===== src/rtl/fwd_hazard_unit.sv =====
// Forwarding-select and load-use stall controller for the EX-stage ALU operand muxes.
// Optional HAZ_STALL_CNT_EN adds a saturating 16-bit stall_count output.
module fwd_hazard_unit (
  input  logic       clk,
  input  logic       rst,
  input  logic       id_valid,
  input  logic [4:0] id_rs,
  input  logic [4:0] id_rt,
  input  logic       id_uses_rs,
  input  logic       id_uses_rt,
  input  logic [4:0] id_dest,
  input  logic       id_regwrite,
  input  logic       id_memread,
  input  logic       flush,
  output logic [1:0] fwd_a_sel,
  output logic [1:0] fwd_b_sel,
  output logic       stall
`ifdef HAZ_STALL_CNT_EN
  ,
  output logic [15:0] stall_count
`endif
);

  typedef struct packed {
    logic       valid;
    logic       regwrite;
    logic       memread;
    logic [4:0] dest;
  } shadow_t;

  localparam logic [1:0] SEL_RF  = 2'b00;
  localparam logic [1:0] SEL_MEM = 2'b01;
  localparam logic [1:0] SEL_WB  = 2'b10;

  shadow_t ex_q, mem_q, wb_q;
  shadow_t id_e;
  logic    id_accept;
  logic    lu_rs, lu_rt;

  function automatic logic live(input shadow_t e, input logic [4:0] r);
    return e.valid && e.regwrite && (e.dest == r) && (e.dest != 5'd0);
  endfunction

  // ex_q is the newest producer and so takes priority over mem_q
  function automatic logic [1:0] pick(input logic uses, input logic [4:0] r,
                                      input shadow_t ex, input shadow_t mem);
    if (!uses)             return SEL_RF;
    else if (live(ex, r))  return SEL_MEM;
    else if (live(mem, r)) return SEL_WB;
    else                   return SEL_RF;
  endfunction

  always_comb begin
    lu_rs     = id_uses_rs && live(ex_q, id_rs);
    lu_rt     = id_uses_rt && live(ex_q, id_rt);
    stall     = id_valid && !flush && ex_q.memread && (lu_rs || lu_rt);
    id_accept = id_valid && !flush && !stall;
    id_e      = '{valid: 1'b1, regwrite: id_regwrite, memread: id_memread, dest: id_dest};
  end

  always_ff @(posedge clk or posedge rst) begin
    if (rst) begin
      ex_q      <= '0;
      mem_q     <= '0;
      wb_q      <= '0;
      fwd_a_sel <= SEL_RF;
      fwd_b_sel <= SEL_RF;
    end else begin
      ex_q      <= id_accept ? id_e : '0;
      mem_q     <= ex_q;
      wb_q      <= mem_q;
      fwd_a_sel <= id_accept ? pick(id_uses_rs, id_rs, ex_q, mem_q) : SEL_RF;
      fwd_b_sel <= id_accept ? pick(id_uses_rt, id_rt, ex_q, mem_q) : SEL_RF;
    end
  end

`ifdef HAZ_STALL_CNT_EN
  always_ff @(posedge clk or posedge rst) begin
    if (rst)
      stall_count <= 16'd0;
    else if (stall && (stall_count != 16'hFFFF))
      stall_count <= stall_count + 16'd1;
  end
`endif

endmodule


===== config.mk =====
export PLATFORM = sky130hd
export DESIGN_NAME = fwd_hazard_unit
export DESIGN_NICKNAME = d
export VERILOG_FILES = /design/src/rtl/fwd_hazard_unit.sv
export SDC_FILE = /design/constraint.sdc
export NUM_CORES = 1
export LEC_CHECK = 0
export ABC_CLOCK_PERIOD_IN_PS = 1900
export CAP_MARGIN = 0
export CORE_UTILIZATION = 30
export DETAILED_ROUTE_END_ITERATION = 8
export DONT_BUFFER_PORTS = 1
export PLACE_DENSITY = 0.41
export SLEW_MARGIN = 25
export SYNTH_ARGS = -nofsm -noshare
export SYNTH_HDL_FRONTEND = slang
export SYNTH_SLANG_ARGS = --single-unit

===== constraint.sdc =====
create_clock -name clk -period 1.9 [get_ports clk]
set_input_delay 0.19 -clock clk [delete_from_list [all_inputs] [get_ports clk]]
set_output_delay 0.19 -clock clk [all_outputs]
set_load 0.1 [all_outputs]

After elaboration in Yosys (flattened, before gate mapping):

Cells that the tools add are included.

* bits in registers: 19
* input port bits: 23
* output and inout port bits: 5
* word-level logic and storage cells: 43

* equality and inequality tests: 4
* muxes and demuxes: 9
* reductions and logical operators: 21

Operators with widths (number)
* == test 5 bit: 4
* logical AND 1 bit: 16
* 2-to-1 mux 2 bit: 8
* nonzero test 5 bit: 2
* 2-to-1 mux 8 bit: 1
* zero test 1 bit: 2
* logical OR 1 bit: 1

Logic depth before layout (Yosys ltp):

* word-level depth: 9
* mapped depth: 5

Worst setup path after synthesis:

No wires, ideal clock.

* path type: register to output
* from: register ex_q[3] (netlist name)
* to: output stall
* arrival time: 2.085 ns
* data required time: 1.710 ns
* slack: -0.375 ns
* stages on the path, launching flop included: 6
* cell sequence: dfrtp_1 > xor2_1 > nor4_2 > nand4_1 > a21oi_4 > and2_1

* longest elaborated chain between the ends: 6
* elaborated cells between the ends (all ways): 11

Ends and longest elaborated chain
* start, declared: RTL line 35 `shadow_t ex_q, mem_q, wb_q;`
* start signal, assigned: RTL line 69 `ex_q <= id_accept ? id_e : '0;`
* == test 5 bit: RTL line 41 `return e.valid && e.regwrite && (e.dest == r) && (e.dest != 5'd0);`
* logical AND 1 bit (2 in a row): RTL line 41
* logical AND 1 bit (on tied branches): RTL line 54, 55
* logical OR 1 bit *: RTL line 56 `stall = id_valid && !flush && ex_q.memread && (lu_rs || lu_rt);`
* logical AND 1 bit *: RTL line 56
* end, declared: RTL line 17 `output logic stall`

Mark *: on every way between the ends. The rest lies on a longest branch, timed or not.

Worst setup path after layout:

* from: register ex_q[4] (netlist name)
* to: output stall

Same word-level chain as after synthesis.

==> Implementation_results.wiki <==
{| class="wikitable"
! Metric !! Value
|-
| Setup Slack @ Placement || -0.0171 ns
|-
| Post-route fraction of the period consumed by the critical path || 1.12
|-
| I/O Buffers || 0
|-
| Post-detailed-route via-to-cell ratio || 4.88
|-
| Post-synthesis cell area || 913 µm²
|-
| Drt first-iter violations || 25
|-
| Slowest library cell on the worst path || dfrtp_1
|-
| Maximum cell stage delay along the critical path || 0.44 ns
|-
| Slew HR || 0.512
|-
| Proportion of register bits with asynchronous set or reset after synthesis || 1.00
|-
| Post-route worst hold slack || 0.0300 ns
|-
| Number of max-slew violations in the final report || 0
|-
| Pin count of the biggest net entering global routing || 20
|-
| Final Hold Viols || 0
|-
| Number of max-cap violations || 0
|-
| Number of buffers created by CTS || 3
|-
| Routed wirelength normalized by instance count || 15.0 µm
|-
| Endpoint type of the worst setup path || output pin
|-
| Die Width || 57.2 µm
|-
| Core Region || 2830 µm²
|-
| Dominant synthesized flop cell || dfrtp_1
|-
| Core Util, Final || 0.405
|-
| Setup CP Type || flop to output pin
|-
| Initial Utilization || 0.323
|-
| DRT Wirelength || 2.10 mm
|-
| Post-route total power || 718 µW
|-
| Post-route non-filler standard cell count || 140
|-
| Residual antenna-violating net count after detailed routing || 0
|-
| Worst EP required || 1.71 ns
|-
| EDFF count, synth || 0
|-
| Post-Route Setup TNS || -0.223 ns
|-
| Gpl congestion || 0.849
|-
| Latest clock arrival within the worst-skew pair || 0.29 ns
|-
| Sequential cell area || 475 µm²
|-
| Syn Area/Cell || 10.4 µm²
|-
| Die outline area || 3270 µm²
|-
| Number of nets in the layout || 133
|-
| Combined buffer and inverter count along the critical path || 1
|-
| Nature of the critical path startpoint || flop
|-
| Maximum VDD drop || 309 µV
|-
| Most used cells in the layout excluding fill and tap cells || dfrtp_1 (19), xor2_1 (14), nor2_1 (13)
|-
| Number of inserted diodes || 0
|-
| Clk Tree Root Cell || clkbuf_4
|-
| Filler Cell Count || 312
|-
| Number of distinct standard cells referenced by the synthesized netlist || 23
|-
| Total routing resource utilization after global routing || 0.143
|-
| Post-CTS clock slew at the launch and capture registers of the worst setup and hold paths || 0.10 ns
|-
| Largest fanout on the critical path || 4
|-
| HPWL after detailed placement || 1.64 mm
|-
| Footprint of the multi-input gates || 435 µm²
|-
| Violated checks || DRC, setup timing
|-
| Vias post-DR || 683
|-
| Wire length of the first global-routing pass || 3.42 mm
|-
| Design Area, Final || 1150 µm²
|-
| DR DRC count || 2
|-
| Setup repair after global routing missed its margin || true
|-
| Initial DRT Pass Iterations || 5
|-
| Count of H-tree levels built during CTS || 1
|-
| Total number of yosys warnings || 0
|-
| Sequential area share after synthesis || 0.521
|-
| Clock tree from TritonCTS || yes
|-
| Number of rows created at floorplan || 19
|-
| Cells along the critical path || buf_4 > xnor2_2 > and4_1 > nand4_2 > a21oi_4 > and2_4
|-
| Power density relative to cell area || 626 nW/µm²
|-
| Placed instance area || 1010 µm²
|-
| Max Clock Freq || 471 MHz
|-
| CTS Buffer Depth || 2
|-
| Cell count after synthesis || 88
|-
| Actual slew at the worst max-slew pin || 0.731 ns
|-
| Fraction of final layout cells with drive strength greater than 1 || 0.193
|-
| Number of nets produced by synthesis || 111
|-
| Arrival time at the worst endpoint || 1.93 ns
|-
| Number of placed instances with taps included || 126
|-
| Top Ports || 28
|-
| Crit path time final || 2.12 ns
|-
| Final worst clock skew || 0.00148 ns
|-
| Antenna violations before repair || 0
|-
| Status || finished, violations left
|-
| Yosys reg bits || 19
|-
| Final setup violation count || 1
|-
| Vertical die dimension || 57.2 µm
|-
| CTS sink count || 19
|-
| Leakage || 0.559 nW
|-
| Leading cell type in the layout, fill and taps excluded || dfrtp_1
|-
| Minimum setup slack in the final design || -0.223 ns
|-
| Class of the worst hold path || primary input to flop
|-
| Final global-route overflow total || 0
|-
| Post-synthesis to final-layout area growth || 25.5%
|-
| Slack of the worst reg-to-reg path || 0.28 ns
|-
| Number of global-route vias before repair || 704
|-
| Largest delay contributor family on the critical path || simple AND/OR/NAND/NOR gates
|}
-- Yosys cell counts, types with 2 or more instances --
cell type / count / area, µm²
dfrtp_1: 19 / 475
xor2_1: 14 / 123
nand4_1: 2 / 12.5
nor4_1: 4 / 25.0
inv_1: 4 / 15.0
nand3_1: 2 / 10.0
nor2_1: 13 / 48.8
xnor2_1: 4 / 35.0
nand2_1: 10 / 37.5
nor3_1: 3 / 15.0
-- per-layer routing --
metal,global-route usage,part of all wire,vias up
li1,-,-,340
met1,0.197,0.47,322
met2,0.220,0.47,19
met3,0.0227,0.049,2
met4,0.0732,0.0086,0
met5,0,0,-
-- timing repair --
action / in CTS / in global routing
hold buffers: 8 / 0
setup buffers: 1 / 1
resized for setup: 1 / 1
endpoints found under the setup margin: 1 / 1
endpoints found under the hold margin: 26 / 0
pin swaps: 5 / 3
-- cell families (layout without fill, tap and decap cells) --
group           Yosys count  after routing  synth area share
flops                    19             19             0.521
compound gates            4              4            0.0493
xor+xnor                 18             18             0.173
buf+inv                   5             26            0.0205
simple gates             42             42             0.237
-- power breakdown --
group / switching, mW / internal [mW]
Combinational: 0.0430 / 0.0434
Clock: 0.119 / 0.0815
Sequential: 0.0140 / 0.417
-- state kept, by name, summed over array words and instances (netlist names) --
register	cells
ex_q	8
mem_q	7
fwd_a_sel	2
fwd_b_sel	2
-- layout make-up --
cell class,instances,share of cell area
Multi-Input combinational cell,64,0.380
Timing Repair Buffer,18,0.135
Clock buffer,4,0.0229
Sequential cell,19,0.415
Inverter,4,0.0131
Tap cell,31,0.0338
-- worst paths after layout --
kind	from	endpoint	depth (start not counted)
max	ex_q[4]	stall	6
min	id_uses_rs	fwd_a_sel[1]	2
max reg2reg	ex_q[4]	ex_q[1]	7
min reg2reg	ex_q[7]	mem_q[7]	0
max in group asynchronous	rst	mem_q[0]	2
min in group asynchronous	rst	ex_q[4]	2
Note: power is estimated with default switching activity, not from simulation.
